--- config.mk ---
export PLATFORM = sky130hd
export DESIGN_NAME = mux_3
export DESIGN_NICKNAME = d
export VERILOG_FILES = /design/src/rtl/mux_3.sv
export SDC_FILE = /design/constraint.sdc
export NUM_CORES = 1
export LEC_CHECK = 0
export ABC_AREA = 1
export ABC_CLOCK_PERIOD_IN_PS = 1700
export BUFFER_PORTS_ARGS = -buffer_cell sky130_fd_sc_hd__clkbuf_2
export CORE_AREA = 2 2 54 56
export DETAILED_ROUTE_END_ITERATION = 10
export DIE_AREA = 0 0 56 58
export PLACE_DENSITY = 0.93
export SYNTH_ARGS = -nofsm -noshare
export SYNTH_HDL_FRONTEND = slang
export SYNTH_SLANG_ARGS = --single-unit
--- constraint.sdc ---
create_clock -name clk -period 1.7 [get_ports clk]
set_input_delay 0.085 -clock clk [delete_from_list [all_inputs] [get_ports clk]]
set_output_delay 0.085 -clock clk [all_outputs]
set_load 0.1 [all_outputs]
--- src/rtl/mux_3.sv ---
// rtl/mux_3.sv - write-back source select (call PC / load data / ALU) with sticky select-conflict flag; optional output register under MUX3_OUT_REG_EN
module mux_3 #(
  parameter int WIDTH = 32
) (
  input  logic             clk,
  input  logic             rst_n,
  input  logic [WIDTH-1:0] in_pc,
  input  logic [WIDTH-1:0] in_mem,
  input  logic [WIDTH-1:0] in_alu,
  input  logic             isLd,
  input  logic             isCall,
  output logic [WIDTH-1:0] data,
  output logic             sel_conflict
);

  logic [WIDTH-1:0] sel_data;
  logic             sel_conflict_d;
  logic             sel_conflict_q;

  // Priority select: call beats load, anything else (including X/Z selects) takes the ALU result.
  always_comb begin
    sel_data = in_alu;
    case ({isCall, isLd})
      2'b10, 2'b11: sel_data = in_pc;
      2'b01:        sel_data = in_mem;
      default:      sel_data = in_alu;
    endcase
  end

  // Conflict flag sets when both selects are high and stays set until reset.
  always_comb begin
    sel_conflict_d = sel_conflict_q | (isLd & isCall);
  end

  // Sticky conflict register, cleared asynchronously.
  always_ff @(posedge clk or negedge rst_n) begin
    if (!rst_n) begin
      sel_conflict_q <= 1'b0;
    end else begin
      sel_conflict_q <= sel_conflict_d;
    end
  end

  assign sel_conflict = sel_conflict_q;

`ifdef MUX3_OUT_REG_EN
  logic [WIDTH-1:0] data_d;
  logic [WIDTH-1:0] data_q;

  // Next output value is simply the current selection.
  always_comb begin
    data_d = sel_data;
  end

  // Registered output stage: one cycle of latency, zero while in reset.
  always_ff @(posedge clk or negedge rst_n) begin
    if (!rst_n) begin
      data_q <= '0;
    end else begin
      data_q <= data_d;
    end
  end

  assign data = data_q;
`else
  assign data = sel_data;
`endif

endmodule

==> run_results.csv, run 1 <==
group,metric,value,unit
detailed_routing,totalWireLength,3.593,mm
setup_path,worstPathRequired,1.62,ns
floorplan,floorplan.initialDensity,27.63,%
min_path,worstHoldPathType,"in -> async",
grt,globalRouteTotalUtil,21.69,%
final_layout,layout.core_utilization,68.80,%
pwr,p_per_area,612.3,nW/um^2
detailed_routing,route.detailed.wl_per_inst,12.02,um
grt,grt_start_max_net_pins,33,
sta,grt_setup_unrepaired,"no",
sta,timing_worst_slew_pin_value,0.5423,ns
flow_run,drv_cap,0,
floorplan,floorplan.die.width,56,um
setup_path,worst-endpoint-arrival,1.27,ns
final_layout,commonest_cells_after_routing_fill_and_taps_aside,"sky130_fd_sc_hd__clkbuf_2 (100), sky130_fd_sc_hd__nand2_1 (64), sky130_fd_sc_hd__nand3_1 (64)",
sta,timing_max_transition_violations_final,0,
synthesis,synth.area.top_cells,"sky130_fd_sc_hd__nand3_1 (44%), sky130_fd_sc_hd__nand2_1 (33%), sky130_fd_sc_hd__buf_6 (11%)",
placed_design,dpl_worst_slack,0.3429,ns
sta,final.period_utilization,79.92,%
setup_path,crit_path_max_fanout,32,
pwr,p_total,1.122,mW
placed_design,dpl.hpwl,2.951,mm
placed_design,place.gp.congestion,0.7709,
setup_path,timing.critical_path.to_type,"primary output",
synthesis,netlist.top_cell.by_area,"sky130_fd_sc_hd__nand3_1",
sta,finalSetupTns,0,ns
final_layout,layoutNonFillerInstCount,299,
clock_network,cts.reportedPaths.clkPinSlew,0,ns
final_layout,largest_reg_flops,1,
floorplan,number_of_top_level_pins,133,
detailed_routing,initialDrtViolationCount,85,
sta,maxClockFrequency,736.0,MHz
sta,clock-skew-final,0,ns
synthesis,synthesis.yosys.warnings,0,
synthesis,netlist_instances,146,
placed_design,port_buffers,132,
detailed_routing,vias,1468,
pwr,power_report.internal_total,0.4149,mW
grt,wire_length_of_the_first_global_routing_pass,6.065,mm
final_layout,final_nets,370,
floorplan,die_area,3248,sq um
final_layout,post_route_cells_drive_above_1_share,51.12,%
floorplan,core,2663,sq um
pwr,worst_supply_voltage_drop_on_vdd,0.0005721,V
status,outcome,"finished clean",
sta,final.setup.worst_slack,0.3413,ns
pwr,power.share.combinational,97.8,%
grt,grt_remaining_overflow,0,
grt,grt.met1_usage,22.46,%
synthesis,synth_seq_cells,1,
final_layout,num_antenna_cells,0,
final_layout,signed_area_change_from_the_synthesized_netlist_to_the_final_layout,149.0,%
pwr,pwr-share-seq,2.2,%
grt,antenna_found_initial,0,
synthesis,yosysSeqAreaShare,3.401,%
pwr,power.leakage,1.029,nW
synthesis,post-synth-top-area-fraction,43.54,%
sta,setup-violations-final,0,
pwr,share_clk_of_total_power,0,%
sta,relSlewSlack,64.00,%
floorplan,dieHeight,58,um
grt,grt_busiest_layer,"met2",
pwr,netSwitchingFraction,63.01,%
sta,minimum_clock_period_after_layout,1.359,ns
placed_design,postPlaceCellArea,1822,sq um
sta,timing.hold.ws,0.4256,ns
grt,grt_pass1_vias,1568,
synthesis,postSynthAreaPerCell,5.039,sq um
sta,hold_fails_final_rpt,0,
detailed_routing,drt-vias-per-instance,4.910,
detailed_routing,drt-pass1-iter-count,6,
setup_path,path_class,"in -> out",
floorplan,standard_cell_rows,19,
pwr,power.switching,0.7066,mW
detailed_routing,drt.antenna.violating_nets,0,
grt,use_met2,46.05,%
synthesis,synth_area,735.7,sq um
synthesis,synth_fp_nets,246,
clock_network,worstSkewPairLatency,0,ns
grt,globalRouteMet3Util,2.455,%
final_layout,finalInstanceArea,1832,sq um
placed_design,numPlacedInstances,298,
detailed_routing,route.detailed.drc,0,
clock_network,postCtsResizedCells,0,
final_layout,layout_commonest_cell,"sky130_fd_sc_hd__clkbuf_2",
synthesis,yosysUniqueCellTypes,9,
setup_path,critPathLaunchType,"input pin",
==> worst paths after layout <==
check / from / to / slack, ns / depth (start not counted)
setup / recovery: isCall / data[7] / 0.34 / 5
hold / removal: rst_n / sel_conflict / 0.43 / 2
setup reg to reg: sel_conflict / sel_conflict / 1.04 / 1
hold reg to reg: sel_conflict / sel_conflict / 0.49 / 1
max in group asynchronous: rst_n / sel_conflict / 1.18 / 2
min in group clk: sel_conflict / sel_conflict / 0.49 / 1
==> critical path, stage by stage <==
cell and delay (ns):
sky130_fd_sc_hd__clkbuf_2 0.29, sky130_fd_sc_hd__nor2_8 0.44, sky130_fd_sc_hd__nand2_1 0.11, sky130_fd_sc_hd__nand3_1 0.15, sky130_fd_sc_hd__buf_12 0.19
==> logic make-up after synthesis <==
kind of cell | Yosys count | synth area share (%)
and+or+nand+nor | 129 | 78.91
buffers and inverters | 15 | 16.67
DFF | 1 | 3.401
AOI/OAI and AO/OA | 1 | 1.021
==> Yosys cell counts, drive strengths merged <==
cell / instances
dfrtp: 1
nand3: 64
nand2: 64
a21o: 1
buf: 14
nor2: 1
inv: 1
==> layout make-up <==
class / count / area (sq um)
Multi-Input combinational cell: 130 / 588.1
Inverter: 1 / 6.256
Tap cell: 31 / 38.79
Timing Repair Buffer: 136 / 1174
Sequential cell: 1 / 25.02
Fill cell: 203 / 830.8
==> power groups by stage <==
stage	sequential, mW	clock (mW)	combinational [mW]
floorplan	0.0242	0	0.658
global placement	0.0242	0	1.09
detailed placement	0.0242	0	1.10
CTS	0.0242	0	1.10
global route	0.0242	0	1.14
finish	0.0242	0	1.10
==> routing by layer <==
metal	vias to the layer above	wire length, um
li1	733	-
met1	655	1235
met2	76	2036
met3	4	300
met4	0	20
met5	-	0
==> repair_timing <==
action / in CTS / in global routing
endpoints found under the hold margin: 1 / 0
hold buffers: 1 / 0
buffers inserted: 0 / 0
Power figures use the tool's default switching activity.
==> run 2, diff against run 1 <==
==> config.mk (replaced) <==
export PLATFORM = sky130hd
export DESIGN_NAME = mux_3
export DESIGN_NICKNAME = d
export VERILOG_FILES = /design/src/rtl/mux_3.sv
export SDC_FILE = /design/constraint.sdc
export NUM_CORES = 1
export LEC_CHECK = 0
export ABC_AREA = 1
export ABC_CLOCK_PERIOD_IN_PS = 1300
export BUFFER_PORTS_ARGS = -buffer_cell sky130_fd_sc_hd__clkbuf_2
export CORE_AREA = 2 2 56 58
export DETAILED_ROUTE_END_ITERATION = 10
export DIE_AREA = 0 0 58 60
export PLACE_DENSITY = 0.88
export SYNTH_ARGS = -nofsm -noshare
export SYNTH_HDL_FRONTEND = slang
export SYNTH_SLANG_ARGS = --single-unit
==> constraint.sdc (replaced) <==
create_clock -name clk -period 1.3 [get_ports clk]
set_input_delay 0.065 -clock clk [delete_from_list [all_inputs] [get_ports clk]]
set_output_delay 0.065 -clock clk [all_outputs]
set_load 0.1 [all_outputs]
==> run 2 against run 1 <==
Against the previous run: wire length is 3.0% lower; worst setup slack worse by 0.16 ns; sequential share of layout area hardly changed; via count is 1.1% higher; total power is 31% higher; combinational power is 30% higher; largest cell class unchanged.
==> run_results.csv, run 2 (synthesis gave the netlist of run 1 again) <==
group,metric,value,unit
grt,globalRouteTotalUtil,18.94,%
setup_path,worstPathRequired,1.24,ns
detailed_routing,vias,1484,
floorplan,floorplan.initialDensity,25.34,%
placed_design,postPlaceCellArea,1832,sq um
final_layout,post_route_cells_drive_above_1_share,51.30,%
grt,grt_remaining_overflow,0,
grt,grt_start_max_net_pins,33,
sta,clock-skew-final,0,ns
pwr,worst_supply_voltage_drop_on_vdd,0.0005186,V
floorplan,standard_cell_rows,20,
detailed_routing,initialDrtViolationCount,129,
placed_design,dpl.hpwl,2.948,mm
placed_design,place.gp.congestion,0.7358,
clock_network,number_of_buffers_inserted_by_post_cts_setup_repair,0,
clock_network,cts_hold_buffers,1,
sta,hold_fails_final_rpt,0,
final_layout,finalInstanceArea,1842,sq um
setup_path,critical_path.cell_chain,"clkbuf_2 -> nor2_8 -> nand2_1 -> nand3_1 -> buf_12",
setup_path,max_stage_delay,0.36,ns
final_layout,num_antenna_cells,0,
setup_path,worstSetupStartpoint,"isCall",
setup_path,timing.critical_path.to_type,"primary output",
final_layout,final_nets,371,
sta,timing_max_transition_violations_final,0,
floorplan,die_area,3480,sq um
grt,antenna_found_initial,0,
sta,maxClockFrequency,890.5,MHz
sta,setup-violations-final,0,
pwr,power.leakage,1.034,nW
final_layout,commonest_cells_after_routing_fill_and_taps_aside,"sky130_fd_sc_hd__clkbuf_2 (100), sky130_fd_sc_hd__nand2_1 (64), sky130_fd_sc_hd__nand3_1 (64)",
final_layout,layoutNonFillerInstCount,302,
detailed_routing,drt.antenna.violating_nets,0,
grt,grt_pass1_vias,1405,
floorplan,floorplan.die.width,58,um
detailed_routing,route.detailed.wl_per_inst,11.54,um
final_layout,layout_commonest_cell,"sky130_fd_sc_hd__clkbuf_2",
floorplan,dieHeight,60,um
status,outcome,"finished clean",
sta,timing_worst_slew_pin_value,0.5380,ns
detailed_routing,drt-pass1-iter-count,5,
detailed_routing,totalWireLength,3.484,mm
sta,finalSetupTns,0,ns
final_layout,signed_area_change_from_the_synthesized_netlist_to_the_final_layout,150.3,%
flow_run,drv_cap,0,
sta,final.period_utilization,86.38,%
setup_path,critPathLaunchType,"input pin",
clock_network,postCtsResizedCells,0,
sta,relSlewSlack,64.28,%
detailed_routing,drt-vias-per-instance,4.914,
floorplan,core,2903,sq um
placed_design,port_buffers,132,
floorplan,number_of_top_level_pins,133,
sta,minimum_clock_period_after_layout,1.123,ns
final_layout,layout.core_utilization,63.45,%
detailed_routing,route.detailed.drc,0,
setup_path,crit_path_max_fanout,32,
min_path,worstHoldPathType,"in -> async",
clock_network,worstSkewPairLatency,0,ns
grt,wire_length_of_the_first_global_routing_pass,5.478,mm
final_layout,largest_reg_flops,1,
setup_path,path_class,"in -> out",
clock_network,cts.reportedPaths.clkPinSlew,0,ns
setup_path,timing.rr.start,"sel_conflict",
placed_design,numPlacedInstances,301,
sta,grt_setup_unrepaired,"no",
setup_path,reg2reg_slack,0.66,ns
pwr,p_per_area,795.2,nW/um^2
setup_path,worst-endpoint-arrival,1.06,ns
setup_path,critPathSlowestCell,"sky130_fd_sc_hd__nor2_8",
## run 2: layer usage
layer / routed length (um) / track usage (%) / vias to the layer above
li1: - / - / 736
met1: 1170 / 18.06 / 649
met2: 1892 / 39.61 / 95
met3: 393 / 4.545 / 4
met4: 27 / 4.983 / 0
met5: 0 / 0 / -
## run 2: path summary, 6_finish.rpt
path / end / depth (start not counted)
setup / recovery: data[12] / 5
hold / removal: sel_conflict / 2
setup reg to reg: sel_conflict / 1
hold reg to reg: sel_conflict / 1
max in group asynchronous: sel_conflict / 2
min in group clk: sel_conflict / 1
## run 2: report_power, final
part,internal [mW],leakage [nW],switching (mW)
Sequential,0.0317,0.00875,0.0000000376
Clock,0,0,0
Combinational,0.513,1.02,0.920
Total,0.545,1.03,0.920
## run 2: layout make-up
type,count,area (sq um)
fill,236,1061
tap,33,41.29
timing repair buffer,137,1181
multi-input combinational,130,588.1
inverter,1,6.256
sequential,1,25.02
## run 2: stage by stage
| step | setup slack, ns | power (mW) | hold WS, ns |
|---|---|---|---|
| 6_report | 0.1770 | 1.465 | 0.3828 |
| 3_5_place_dp | 0.1756 | 1.466 | -0.1566 |
| 3_3_place_gp | 0.2258 | 1.455 | -0.1592 |
| 2_1_floorplan | 0.005825 | 0.8916 | -0.2306 |
| 4_1_cts | 0.1751 | 1.471 | 0.3762 |
| 5_1_grt | 0.08758 | 1.521 | 0.4000 |
## run 2: critical path, delay by kind of cell
kind | cells | cell delay [ns]
buffers and inverters | 2 | 0.35
AND/OR/NAND/NOR | 3 | 0.63
